## config.mk

```make
export PLATFORM = sky130hd
export DESIGN_NAME = ids_chi2_detector
export DESIGN_NICKNAME = d
export VERILOG_FILES = /design/src/rtl/ids_chi2_detector.sv
export SDC_FILE = /design/constraint.sdc
export NUM_CORES = 1
export LEC_CHECK = 0
export CORE_UTILIZATION = 35
export CTS_BUF_LIST = sky130_fd_sc_hd__clkbuf_16
export CTS_CLUSTER_DIAMETER = 200
export CTS_CLUSTER_SIZE = 28
export DETAILED_ROUTE_END_ITERATION = 8
export RECOVER_POWER = 25
export SLEW_MARGIN = 20
export SYNTH_ARGS = -nofsm -noshare
export SYNTH_HDL_FRONTEND = slang
export SYNTH_SLANG_ARGS = --single-unit
```

## constraint.sdc

```tcl
create_clock -name clk -period 9.9 [get_ports clk]
set_input_delay 1.98 -clock clk [delete_from_list [all_inputs] [get_ports clk]]
set_output_delay 1.98 -clock clk [all_outputs]
set_load 0.03 [all_outputs]
```

## src/rtl/ids_chi2_detector.sv

```systemverilog
// Chi-square intrusion detector: trains a baseline histogram, then scores tumbling frames
// against it with a bit-serial divider and drives a hysteretic alarm.
module ids_chi2_detector #(
    parameter int DATA_WIDTH = 8,
    parameter int NBINS      = 6,
    parameter int BIN_SHIFT  = 3,
    parameter int BIN_BASE   = 4,
    parameter int POPSIZE    = 100,
    parameter int FRAME_SIZE = 20,
    parameter int STAT_W     = 32,
    parameter int ALARM_K    = 2
) (
    input  logic                  clk,
    input  logic                  rst,
    input  logic                  data_rdy,
    input  logic [DATA_WIDTH-1:0] data_in,
    input  logic                  retrain,
    input  logic [STAT_W-1:0]     thresh,
    output logic                  trained,
    output logic                  stat_valid,
    output logic [STAT_W-1:0]     stat_out,
    output logic                  is_attacked,
    output logic                  overrun
);
    localparam int BIN_W = $clog2(NBINS);
    localparam int TW    = $clog2(POPSIZE + 1);
    localparam int OW    = $clog2(FRAME_SIZE + 1);
    localparam int DW    = $clog2(STAT_W);
    localparam int KW    = $clog2(ALARM_K + 1);

    typedef enum logic {TRAIN, DETECT} mode_t;
    typedef enum logic [2:0] {C_IDLE, C_SETUP, C_DIV, C_ACC, C_DONE} cstate_t;

    mode_t            mode;
    cstate_t          cstate;
    logic [TW-1:0]    t_hist [NBINS];
    logic [OW-1:0]    o_hist [NBINS];
    logic [OW-1:0]    o_snap [NBINS];
    logic [TW-1:0]    tcnt;
    logic [OW-1:0]    fcnt;
    logic [BIN_W-1:0] cb;
    logic [DW-1:0]    dcnt;
    logic [STAT_W:0]  rem;
    logic [STAT_W-1:0] quo;
    logic [STAT_W-1:0] sum;
    logic [KW-1:0]    acnt;

    logic [BIN_W-1:0]         bin;
    logic [TW-1:0]            t_cur;
    logic [OW-1:0]            o_cur;
    logic [STAT_W-1:0]        po;
    logic [STAT_W-1:0]        ft;
    logic signed [STAT_W-1:0] d;
    logic [STAT_W:0]          rem_sh;
    logic                     rem_ge;
    logic                     hi;

    function automatic logic [BIN_W-1:0] bin_of(input logic [DATA_WIDTH-1:0] x);
        logic [DATA_WIDTH-1:0] idx;
        idx = x >> BIN_SHIFT;
        if (idx <= DATA_WIDTH'(BIN_BASE))
            return '0;
        else if (idx - DATA_WIDTH'(BIN_BASE) >= DATA_WIDTH'(NBINS - 1))
            return BIN_W'(NBINS - 1);
        else
            return BIN_W'(idx - DATA_WIDTH'(BIN_BASE));
    endfunction

    function automatic logic [STAT_W-1:0] sat_sq(input logic signed [STAT_W-1:0] x);
        logic signed [2*STAT_W-1:0] p;
        p = x * x;
        if (p[2*STAT_W-1:STAT_W] != '0)
            return '1;
        return p[STAT_W-1:0];
    endfunction

    function automatic logic [STAT_W-1:0] sat_add(input logic [STAT_W-1:0] a,
                                                  input logic [STAT_W-1:0] b);
        logic [STAT_W:0] s;
        s = {1'b0, a} + {1'b0, b};
        return s[STAT_W] ? '1 : s[STAT_W-1:0];
    endfunction

    always_comb begin
        bin    = bin_of(data_in);
        t_cur  = t_hist[cb];
        o_cur  = o_snap[cb];
        po     = STAT_W'(POPSIZE) * STAT_W'(o_cur);
        ft     = STAT_W'(FRAME_SIZE) * STAT_W'(t_cur);
        d      = $signed(po - ft);
        rem_sh = {rem[STAT_W-1:0], quo[STAT_W-1]};
        rem_ge = (rem_sh >= (STAT_W + 1)'(t_cur));
        hi     = (sum > thresh);
    end

    always_ff @(posedge clk or posedge rst) begin
        if (rst) begin
            mode <= TRAIN;  cstate <= C_IDLE;
            tcnt <= '0;  fcnt <= '0;  cb <= '0;  dcnt <= '0;
            rem <= '0;  quo <= '0;  sum <= '0;  acnt <= '0;
            for (int i = 0; i < NBINS; i++) begin
                t_hist[i] <= '0;  o_hist[i] <= '0;  o_snap[i] <= '0;
            end
            trained <= 1'b0;  stat_valid <= 1'b0;  stat_out <= '0;
            is_attacked <= 1'b0;  overrun <= 1'b0;
        end else if (retrain) begin
            // stat_out deliberately keeps the last reported statistic
            mode <= TRAIN;  cstate <= C_IDLE;
            tcnt <= '0;  fcnt <= '0;  cb <= '0;  dcnt <= '0;  sum <= '0;  acnt <= '0;
            for (int i = 0; i < NBINS; i++) begin
                t_hist[i] <= '0;  o_hist[i] <= '0;
            end
            trained <= 1'b0;  stat_valid <= 1'b0;  is_attacked <= 1'b0;  overrun <= 1'b0;
        end else begin
            stat_valid <= 1'b0;
            case (cstate)
                C_SETUP: begin
                    quo    <= sat_sq(d);
                    rem    <= '0;
                    dcnt   <= '0;
                    cstate <= C_DIV;
                end
                C_DIV: begin
                    rem  <= rem_ge ? rem_sh - (STAT_W + 1)'(t_cur) : rem_sh;
                    quo  <= {quo[STAT_W-2:0], rem_ge};
                    dcnt <= dcnt + 1'b1;
                    if (dcnt == DW'(STAT_W - 1))
                        cstate <= C_ACC;
                end
                C_ACC: begin
                    // an empty baseline bin cannot be divided by; treat any hit there as maximal evidence
                    if (t_cur == '0)
                        sum <= sat_add(sum, (o_cur == '0) ? '0 : '1);
                    else
                        sum <= sat_add(sum, quo);
                    if (cb == BIN_W'(NBINS - 1)) begin
                        cstate <= C_DONE;
                    end else begin
                        cb     <= cb + 1'b1;
                        cstate <= C_SETUP;
                    end
                end
                C_DONE: begin
                    stat_out   <= sum;
                    stat_valid <= 1'b1;
                    cstate     <= C_IDLE;
                    if (hi != is_attacked) begin
                        if (acnt == KW'(ALARM_K - 1)) begin
                            is_attacked <= ~is_attacked;
                            acnt        <= '0;
                        end else begin
                            acnt <= acnt + 1'b1;
                        end
                    end else begin
                        acnt <= '0;
                    end
                end
                default: ;
            endcase

            if (data_rdy) begin
                if (mode == TRAIN) begin
                    t_hist[bin] <= t_hist[bin] + 1'b1;
                    if (tcnt == TW'(POPSIZE - 1)) begin
                        tcnt    <= '0;
                        trained <= 1'b1;
                        mode    <= DETECT;
                    end else begin
                        tcnt <= tcnt + 1'b1;
                    end
                end else if (fcnt == OW'(FRAME_SIZE - 1)) begin
                    fcnt <= '0;
                    for (int i = 0; i < NBINS; i++)
                        o_hist[i] <= '0;
                    if (cstate == C_IDLE) begin
                        for (int i = 0; i < NBINS; i++)
                            o_snap[i] <= o_hist[i] + OW'(bin == BIN_W'(i));
                        cb     <= '0;
                        sum    <= '0;
                        cstate <= C_SETUP;
                    end else begin
                        overrun <= 1'b1;
                    end
                end else begin
                    fcnt        <= fcnt + 1'b1;
                    o_hist[bin] <= o_hist[bin] + 1'b1;
                end
            end
        end
    end
endmodule

```

==> results.md, run 1 <==
| Result | Value | Unit |
| --- | --- | --- |
| Share of final-layout standard cells stronger than drive strength 1 | 7.69 | % |
| Synthesized area | 23,300 | µm² |
| Layout Utilization | 39.3 | % |
| Detailed-route wire length per cell | 16.8 | µm |
| Clock period minus worst slack | 9490 | ps |
| Internal cell power | 1.61 | mW |
| Worst slack at placement | 75.2 | ps |
| Clock latency reported for the late side of the worst-skew pair | 520 | ps |
| Signal arrival time at the worst endpoint | 9950 | ps |
| Required time at the endpoint of the critical path | 10,350 | ps |
| CP Capture Type | register | - |
| Classification of the worst setup path | reg2reg | - |
| Buffer cell driving the clock tree root | clkbuf_16 | - |
| Global-route usage over all layers | 17.5 | % |
| Post-synth top area share | 27.9 | % |
| Final number of hold-violating endpoints | 0 | - |
| Relative slew margins | -183 | % |
| Buffers from clock root to sink, at most | 3 | - |
| Number of warning messages in the yosys log | 0 | - |
| Endpoint of the worst-slack reg-to-reg timing path | quo[30]$_DFFE_PP0P_ | - |
| Count of vias placed by the detailed router | 19,400 | - |
| Startpoint type of the worst setup path | register | - |
| Antenna violations before repair | 1 | - |
| Clock-pin slew of the registers on the worst-case setup and hold paths | 120 | ps |
| Post-route setup slack | 407 | ps |
| Worst IR Drop VDD | 113 | µV |
| Origin of the critical flop-to-flop path | cb[0]$_DFF_PP0_ | - |
| Measured slew at the worst slew-check pin | 4220 | ps |
| Worst-case register-to-register setup slack | 410 | ps |
| Failing checks | max-capacitance violations, max-slew violations | - |
| Power per cell area | 94.1 | nW/µm² |
| Syn Nets | 3,029 | - |
| Sum of internal, switching and leakage power | 2.44 | mW |
| Count of flip-flops with a built-in enable after synthesis | 0 | - |
| DR pass1 iterations | 8 | - |
| Die footprint | 67,700 | µm² |
| Floorplan Core Area | 65,900 | µm² |
| Worst path max stage delay | 560 | ps |
| Detailed Place HPWL | 45,300 | µm |
| Die boundary height | 260 | µm |
| Share of synthesized area occupied by flip-flops and latches | 27.9 | % |
| Max-cap violation count | 3 | - |
| Classification of the worst-slack hold path | reg2reg | - |
| Cell depth of the worst setup path | 36 | - |
| Largest fanout of any net on the critical path | 11 | - |
| Final period util | 95.9 | % |
| Number of different library cells in the post-synthesis netlist | 89 | - |
| Number of buffers created by CTS | 13 | - |
| Clock tree from TritonCTS | yes | - |
| Dominant cells by area after synthesis | dfrtp_1, ha_1, fa_1 | - |
| Net switching component of the power | 827 | µW |
| Routability cong. | 0.883 | - |
| Worst clock skew | 30.0 | ps |
| Cell at the slowest stage of the critical path | mux4_2 | - |
| Synthesized area divided by synthesized cell count | 8.85 | µm² |
| Last element of the critical path | quo[30]$_DFFE_PP0P_ | - |
| I/O pin count | 80 | - |
| Final Routed Wirelength | 59,900 | µm |
| Sequential share of power | 47.0 | % |
| Largest net degree at the start of global routing | 170 | - |
| Worst hold slack across all endpoints | 509 | ps |
| Chip width | 260 | µm |
| Mapped Cells | 2,636 | - |
| Setup violations, final | 0 | - |
| Crit-path most repeated cell | ha_1 | - |
| Post-synthesis sequential element count | 260 | - |
| # rows | 94 | - |
| H-tree lvl count | 1 | - |
| Largest area contributor in the netlist | dfrtp_1 | - |
| Via count of the first global-routing pass | 19,400 | - |
| Final nets | 3,098 | - |
| Dominant register cell in the synthesized netlist | dfrtp_1 | - |
| Number of nets still failing antenna checks after routing | 0 | - |
| Clock share of power | 25.6 | % |
| Sink count of the clock tree | 260 | - |
| Antenna diode count | 0 | - |
| Slew Viols, Final | 193 | - |
| Area Growth Syn to Fin | 10.9 | % |
| Fraction of synthesis flops using an asynchronous set or reset pin | 100 | % |
| PortBufs | 76 | - |
| Residual overflow from global routing | 0 | - |
| Number of buffer and inverter stages on the critical path | 7 | - |
| Beginning of the critical path | cb[0]$_DFF_PP0_ | - |
| Switching Share | 33.9 | % |
| R2r worst-path depth | 36 | - |
| Effective utilization at floorplan | 35.4 | % |
| Static leakage power | 12.7 | nW |
| Detailed Route Iter0 Violations | 1,165 | - |
| Hold-fix buffer count after cts | 0 | - |
| Logic gate share of total power | 27.3 | % |
| Per-cell via count in the routed design | 5.44 | - |
| Run status | finished, violations left | - |
| # DRC | 0 | - |
| Wire length of the first global-routing pass | 98,300 | µm |
| Maximum achievable frequency | 105 | MHz |
| Kind of cell adding the most delay to the critical path | adder cells | - |
layout by cell type (no fill, tap or decap), drive strengths merged, types with 17 or more instances in the layout:
| master | n |
|---|---|
| a211oi | 19 |
| a21o | 49 |
| a21oi | 149 |
| a22o | 18 |
| and3 | 26 |
| buf | 75 |
| clkdlybuf4s50 | 74 |
| dfrtp | 260 |
| fa | 112 |
| ha | 237 |
| inv | 260 |
| mux2 | 49 |
| mux2i | 31 |
| nand2 | 301 |
| nand2b | 17 |
| nand3 | 82 |
| nand4 | 29 |
| nor2 | 204 |
| nor2b | 26 |
| nor3 | 57 |
| o21a | 30 |
| o21ai | 165 |
| o221ai | 23 |
| or3 | 20 |
| xnor2 | 82 |
| xor2 | 48 |
timing repair:
| action | CTS | global route |
|---|---|---|
| cloned | 0 | 3 |
| pin swaps | 0 | 3 |
| buffers inserted | 0 | 1 |
| setup endpoints to repair | 2 | 32 |
| gates resized for setup | 1 | 25 |
worst reg2reg max path: cells and delay by family (launching register included):
family	cells	cell delay, ps
flops	1	410
compound gates	11	2090
fa+ha+maj	11	4330
buf+inv	7	920
xor+xnor	1	140
mux	1	570
simple gates	5	950
Yosys cell counts, drive strengths merged (6+ instances only):
cell type / n
and3: 26
a32oi: 7
nand4: 29
o21a: 30
nor3: 57
a21o: 49
a221o: 16
xnor2: 82
mux2i: 31
nor4: 15
or3: 20
clkbuf: 81
o211ai: 15
fa: 112
a2111oi: 9
or3b: 7
ha: 237
or2: 6
nor2b: 26
a41oi: 7
dfrtp: 260
and2: 16
o221ai: 23
nor2: 204
a21oi: 149
buf: 18
o21ai: 165
xor2: 48
mux2: 49
a31oi: 16
inv: 259
nand2: 301
o21bai: 11
o22ai: 10
a211oi: 19
nand3: 82
a22o: 18
a22oi: 6
a21boi: 7
nand2b: 17
mux4: 12
a311oi: 6
o311ai: 8
flip-flops by register name, summed over array words and instances, names as in the netlist, 7 cells and up:
signal / count
rem: 32
sum: 32
o_snap: 30
t_hist: 42
stat_out: 32
o_hist: 30
tcnt: 7
quo: 32
layer usage:
metal,wire [µm],up-vias,track usage [%]
li1,-,9391,-
met1,26900,9539,23.2
met2,29600,425,31.1
met3,2320,71,1.50
met4,1040,2,3.22
met5,13,-,0
power by group through the flow:
stage | clock, mW | sequential [mW] | combinational, mW
6_report | 0.625 | 1.15 | 0.666
3_5_place_dp | 0 | 1.16 | 0.652
5_1_grt | 0.676 | 1.15 | 0.750
4_1_cts | 0.643 | 1.14 | 0.657
3_3_place_gp | 0 | 1.16 | 0.638
2_1_floorplan | 0 | 1.15 | 0.478
through the flow:
stage / setup TNS (ps) / cell area, µm² / std cells
2_1_floorplan: 0 / 23300 / 2636
3_3_place_gp: 0 / 25400 / 3550
3_5_place_dp: 0 / 25400 / 3550
4_1_cts: 0 / 25800 / 3565
5_1_grt: -458 / 25900 / 3569
6_report: 0 / 25900 / 3569
worst min path at each step:
stage,start,end,depth (start not counted)
floorplan,dcnt[2]$_DFFE_PP0P_,dcnt[2]$_DFFE_PP0P_,1
global placement,o_snap[16]$_DFFE_PP0P_,o_snap[16]$_DFFE_PP0P_,1
detailed placement,overrun$_DFFE_PP0P_,overrun$_DFFE_PP0P_,2
CTS,o_snap[16]$_DFFE_PP0P_,o_snap[16]$_DFFE_PP0P_,1
global route,o_snap[16]$_DFFE_PP0P_,o_snap[16]$_DFFE_PP0P_,1
finish,overrun$_DFFE_PP0P_,overrun$_DFFE_PP0P_,2
cells by family (layout without fill, tap and decap cells):
family	Yosys count	after routing	synth area share, %
adders and majority gates	349	349	22.3
xor gates and xnor gates	132	132	5.07
muxes	92	92	4.85
AOI/OAI and AO/OA	613	613	17.2
buffers and inverters	358	427	5.88
DFF	260	260	27.9
and+or+nand+nor	832	832	16.7
layout make-up:
cell class	instances	area [µm²]
well taps	864	1080
clock buffers	13	325
clock inverters	2	28.8
multi-input cells	2018	15600
inverters	259	973
fillers	6672	40000
flip-flops and latches	260	6510
repair buffers	153	1390
Note: power is estimated with default switching activity, not from simulation.
==> inputs of run 2 (changes only) <==
--- a/config.mk
+++ b/config.mk
@@ -5,11 +5,12 @@
 export SDC_FILE = /design/constraint.sdc
 export NUM_CORES = 1
 export LEC_CHECK = 0
-export CORE_UTILIZATION = 35
+export CORE_UTILIZATION = 54
 export CTS_BUF_LIST = sky130_fd_sc_hd__clkbuf_16
 export CTS_CLUSTER_DIAMETER = 200
 export CTS_CLUSTER_SIZE = 28
 export DETAILED_ROUTE_END_ITERATION = 8
+export PLACE_DENSITY = 0.74
 export RECOVER_POWER = 25
 export SLEW_MARGIN = 20
 export SYNTH_ARGS = -nofsm -noshare
==> results.md, run 2 (synthesized netlist as in run 1, its figures left out) <==
| Result | Value | Unit |
| --- | --- | --- |
| Antenna violations before repair | 0 | - |
| Storage element area | 6510 | µm² |
| Measured slew at the worst slew-check pin | 4650 | ps |
| Setup violations, final | 0 | - |
| Worst slack at placement | 125 | ps |
| I/O pin count | 80 | - |
| Clock tree from TritonCTS | yes | - |
| Residual overflow from global routing | 0 | - |
| Worst path max stage delay | 560 | ps |
| # DRC | 0 | - |
| Hold-fix buffer count after cts | 0 | - |
| Wire length of the first global-routing pass | 96,800 | µm |
| CP Capture Type | register | - |
| Slew Viols, Final | 200 | - |
| Routability cong. | 0.927 | - |
| Final nets | 3,102 | - |
| Post-route setup slack | 261 | ps |
| Detailed Route Iter0 Violations | 1,651 | - |
| Final Routed Wirelength | 57,700 | µm |
| Buffers from clock root to sink, at most | 3 | - |
| Layout Utilization | 60.4 | % |
| Worst clock skew | 28.3 | ps |
| Largest fanout of any net on the critical path | 19 | - |
| Number of nets still failing antenna checks after routing | 0 | - |
| Classification of the worst setup path | reg2reg | - |
| Relative slew margins | -212 | % |
| Cell at the slowest stage of the critical path | fa_1 | - |
| Sink count of the clock tree | 260 | - |
| Static leakage power | 12.7 | nW |
| Worst IR Drop VDD | 131 | µV |
| Sum of internal, switching and leakage power | 2.42 | mW |
| Top library cells by usage in the layout, fill and taps aside | nand2_1, dfrtp_1, inv_1, ha_1, nor2_1 | - |
| Floorplan Core Area | 42,300 | µm² |
| H-tree lvl count | 1 | - |
| Die footprint | 44,000 | µm² |
| Most common cell after layout, fill and taps aside | nand2_1 | - |
| Clock period minus worst slack | 9640 | ps |
| Die boundary height | 210 | µm |
| Max-cap violation count | 3 | - |
| PortBufs | 76 | - |
| Detailed Place HPWL | 43,800 | µm |
| Required time at the endpoint of the critical path | 10,330 | ps |
| Global-route usage over all layers | 26.6 | % |
| DR pass1 iterations | 5 | - |
| Failing checks | max-capacitance violations, max-slew violations | - |
| Maximum achievable frequency | 104 | MHz |
| Chip width | 210 | µm |
| Antenna diode count | 0 | - |
| Power per cell area | 94.8 | nW/µm² |
| Register name with the most flops | t_hist | - |
| Startpoint type of the worst setup path | register | - |
| # rows | 75 | - |
| Fill cells | 3,653 | - |
| Multi-input gate area | 15,600 | µm² |
| Signal arrival time at the worst endpoint | 10,070 | ps |
| Detailed-route wire length per cell | 17.6 | µm |
| Effective utilization at floorplan | 55.1 | % |
| Clock-pin slew of the registers on the worst-case setup and hold paths | 110 | ps |
| Per-cell via count in the routed design | 5.95 | - |
| Count of vias placed by the detailed router | 19,500 | - |
| Classification of the worst-slack hold path | reg2reg | - |
| Final number of hold-violating endpoints | 0 | - |
| R2r worst-path depth | 38 | - |
| Number of flip-flops under the largest register name | 42 | - |
| Clock latency reported for the late side of the worst-skew pair | 510 | ps |
| Number of buffers created by CTS | 13 | - |
| Largest net degree at the start of global routing | 163 | - |
| Share of final-layout standard cells stronger than drive strength 1 | 7.94 | % |
| Buffer cell driving the clock tree root | clkbuf_16 | - |
| Instance count along the most critical hold path | 1 | - |
| Final period util | 97.4 | % |
| Worst hold slack across all endpoints | 514 | ps |
| Area Growth Syn to Fin | 9.51 | % |
| Run status | finished, violations left | - |
| Via count of the first global-routing pass | 19,800 | - |
==> run 2: power breakdown <==
part,switching (mW),internal [mW]
Combinational,0.410,0.259
Clock,0.360,0.247
Sequential,0.0450,1.10
Total,0.814,1.61
==> run 2: worst max-delay path: cells and delay by family, from the launching register on <==
family          cells  cell delay [ps]
flops               1              400
buf+inv             9             1000
fa+ha+maj          12             4860
mux                 1              500
simple gates        6             1010
compound gates      9             1540
xor+xnor            1              230
==> run 2: per-layer routing <==
metal  GRT usage, %  routed length [µm]  vias to the layer above
met3           2.48                2610                      117
li1               -                   -                     9388
met5              0                   0                        -
met1           34.8               24900                     9452
met2           46.6               28700                      586
met4           7.78                1570                        0
==> run 2: timing repair <==
item / 4_1_cts / 5_1_grt
gates resized for setup: 0 / 37
buffers inserted: 0 / 15
setup endpoints to repair: 0 / 32
==> run 2: per-stage QoR <==
step,cell area (µm²),setup TNS [ps],std cells
finish,25500,0,3286
global placement,25000,0,3254
detailed placement,25000,0,3254
floorplan,23300,0,2636
global route,25500,-3580,3286
CTS,25300,0,3269
==> run 2: area by class of cell <==
cell class                      instances  share of cell area, %
Timing Repair Buffer                  157                   5.53
Tap cell                              577                   2.83
Clock inverter                          2                  0.113
Clock buffer                           13                   1.27
Sequential cell                       260                   25.5
Multi-Input combinational cell       2018                   61.0
Inverter                              259                   3.81
==> run 2: path summary, 6_finish.rpt <==
kind	slack, ps	from	to
min	510	o_snap[21]$_DFFE_PP0P_	o_snap[21]$_DFFE_PP0P_
min reg2reg	510	o_snap[21]$_DFFE_PP0P_	o_snap[21]$_DFFE_PP0P_
min in group asynchronous	3330	rst	tcnt[4]$_DFFE_PP0P_
max	260	cb[0]$_DFF_PP0_	quo[5]$_DFFE_PP0P_
max reg2reg	260	cb[0]$_DFF_PP0_	quo[5]$_DFFE_PP0P_
max in group asynchronous	4440	rst	quo[8]$_DFFE_PP0P_
==> inputs of run 3 (changes only) <==
--- a/config.mk
+++ b/config.mk
@@ -8,7 +8,6 @@
 export CORE_UTILIZATION = 54
 export CTS_BUF_LIST = sky130_fd_sc_hd__clkbuf_16
 export CTS_CLUSTER_DIAMETER = 200
-export CTS_CLUSTER_SIZE = 28
 export DETAILED_ROUTE_END_ITERATION = 8
 export PLACE_DENSITY = 0.74
 export RECOVER_POWER = 25
==> results.md, run 3 (synthesized netlist as in run 1, its figures left out) <==
| Result | Value | Unit |
| --- | --- | --- |
| Chip width | 210 | µm |
| Number of nets still failing antenna checks after routing | 0 | - |
| Endpoint of the worst-slack reg-to-reg timing path | quo[10]$_DFFE_PP0P_ | - |
| Residual overflow from global routing | 0 | - |
| Origin of the critical flop-to-flop path | cb[0]$_DFF_PP0_ | - |
| Worst clock skew | 27.6 | ps |
| Failing checks | max-capacitance violations, max-slew violations | - |
| Detailed Route Iter0 Violations | 1,535 | - |
| Global routing usage on met3 | 3.53 | % |
| # rows | 75 | - |
| Hold-fix buffer count after cts | 0 | - |
| Floorplan Core Area | 42,300 | µm² |
| Detailed Place HPWL | 43,800 | µm |
| R2r worst-path depth | 38 | - |
| Buffers from clock root to sink, at most | 3 | - |
| Per-cell via count in the routed design | 5.94 | - |
| Most common cell after layout, fill and taps aside | nand2_1 | - |
| Setup violations, final | 0 | - |
| Beginning of the critical path | cb[0]$_DFF_PP0_ | - |
| Fraction of met1 tracks used by global routing | 34.9 | % |
| Buffer cell driving the clock tree root | clkbuf_16 | - |
| Clock tree from TritonCTS | yes | - |
| Top library cells by usage in the layout, fill and taps aside | nand2_1, dfrtp_1, inv_1, ha_1, nor2_1 | - |
| Final nets | 3,114 | - |
| Sequential share of power | 40.1 | % |
| Static leakage power | 13.0 | nW |
| Clock share of power | 36.8 | % |
| Net switching component of the power | 921 | µW |
| Non-filler instance count after layout | 3,321 | - |
| Worst hold slack across all endpoints | 503 | ps |
| Routability cong. | 0.927 | - |
| Startpoint type of the worst setup path | register | - |
| Antenna violations before repair | 0 | - |
| Global-route usage over all layers | 27.1 | % |
| Classification of the worst setup path | reg2reg | - |
| Effective utilization at floorplan | 55.1 | % |
| Die footprint | 44,000 | µm² |
| Met2 routing resource usage after global routing | 46.5 | % |
| PortBufs | 76 | - |
| Worst slack at placement | 125 | ps |
| DR pass1 iterations | 5 | - |
| Count of vias placed by the detailed router | 19,700 | - |
| Cell at the slowest stage of the critical path | fa_1 | - |
| Sink count of the clock tree | 260 | - |
| Signal arrival time at the worst endpoint | 10,160 | ps |
| Area Growth Syn to Fin | 11.7 | % |
| Logic gate share of total power | 23.1 | % |
| Register name with the most flops | t_hist | - |
| Max-cap violation count | 3 | - |
| Classification of the worst-slack hold path | reg2reg | - |
| Wire length of the first global-routing pass | 98,300 | µm |
| Final Routed Wirelength | 58,800 | µm |
| Detailed-route wire length per cell | 17.7 | µm |
| Worst path max stage delay | 560 | ps |
| Worst IR Drop VDD | 135 | µV |
| Measured slew at the worst slew-check pin | 4610 | ps |
| Via count of the first global-routing pass | 20,200 | - |
| Relative slew margins | -209 | % |
| Min-Delay Endpoint | o_snap[21]$_DFFE_PP0P_ | - |
| Number of buffers created by CTS | 29 | - |
| Largest net degree at the start of global routing | 163 | - |
| Beginning of the worst hold path | o_snap[21]$_DFFE_PP0P_ | - |
| Instance count along the most critical hold path | 1 | - |
| Largest fanout of any net on the critical path | 19 | - |
| Run status | finished, violations left | - |
| CP Capture Type | register | - |
| Clock period minus worst slack | 9680 | ps |
| Slew Viols, Final | 200 | - |
| H-tree lvl count | 1 | - |
| Cells after DPL | 3,254 | - |
| Worst-case register-to-register setup slack | 220 | ps |
| Post-route setup slack | 220 | ps |
| Total negative setup slack | 0 | ps |
| I/O pin count | 80 | - |
| Final period util | 97.8 | % |
| Number of flip-flops under the largest register name | 42 | - |
| Top Usage Layer GRT | met2 | - |
| Final number of hold-violating endpoints | 0 | - |
| Clock latency reported for the late side of the worst-skew pair | 580 | ps |
| # DRC | 0 | - |
| Required time at the endpoint of the critical path | 10,380 | ps |
| Internal cell power | 1.95 | mW |
| Power per cell area | 110 | nW/µm² |
| Switching Share | 32.1 | % |
| Share of final-layout standard cells stronger than drive strength 1 | 8.64 | % |
| Fill cells | 3,612 | - |
| Unrepaired setup endpoints after global routing | true | - |
| Clock-pin slew of the registers on the worst-case setup and hold paths | 70 | ps |
| Die boundary height | 210 | µm |
| Antenna diode count | 0 | - |
| Maximum achievable frequency | 103 | MHz |
-- run 3: cell types whose count changed in the layout (fill, tap and decap cells not counted), moves of 2 or more --
| cell | delta |
|---|---|
| clkbuf_16 | +16 |
| clkinv_1 | +8 |
| clkinv_2 | +7 |
| inv_1 | +4 |
| buf_6 | -3 |
| bufinv_16 | +2 |
-- run 3: layout make-up --
class                   instances  area [µm²]  area share, %
flip-flops and latches        260        6510           25.0
repair buffers                153        1370           5.26
clock buffers                  29         726           2.79
multi-input cells            2018       15600           59.8
well taps                     577         722           2.77
clock inverters                25         189          0.725
inverters                     259         973           3.74
-- run 3: worst max-delay path by stage --
stage / end / slack (ps) / cells after the start
floorplan: quo[0]$_DFFE_PP0P_ / 150 / 39
global route: quo[2]$_DFFE_PP0P_ / -150 / 39
global placement: quo[12]$_DFFE_PP0P_ / 250 / 35
CTS: quo[1]$_DFFE_PP0P_ / 40 / 38
finish: quo[10]$_DFFE_PP0P_ / 220 / 38
detailed placement: quo[9]$_DFFE_PP0P_ / 130 / 36
-- run 3: worst max-delay path: cells and delay by family, from the launching register on --
kind	cells	cell delay [ps]
buf+inv	9	1160
compound gates	9	1600
simple gates	6	830
flops	1	380
fa+ha+maj	12	4850
mux	1	490
xor+xnor	1	210
-- run 3: repair_timing --
item	CTS	global route
buffers inserted	0	12
setup endpoints to repair	0	32
gates resized for setup	0	31
-- run 3: routing by layer --
metal	part of all wire, %	vias to the layer above
met1	43	9607
met2	49	537
met4	3.4	0
li1	-	9440
met3	4.7	131
met5	0	-
-- run 3: per-stage QoR --
step	area [µm²]	power [mW]	utilization, %
after floorplan	23300	1.63	-
after global placement	25000	1.79	59.0
after detailed placement	25000	1.81	59.0
after CTS	25900	2.87	61.2
after global routing	26100	3.01	61.6
final	26100	2.87	61.6
-- run 3: power groups by stage --
stage | clock network [mW] | registers, mW | logic, mW
finish | 1.06 | 1.15 | 0.664
global route | 1.11 | 1.15 | 0.742
CTS | 1.07 | 1.15 | 0.651
detailed placement | 0 | 1.17 | 0.646
global placement | 0 | 1.17 | 0.628
floorplan | 0 | 1.15 | 0.478
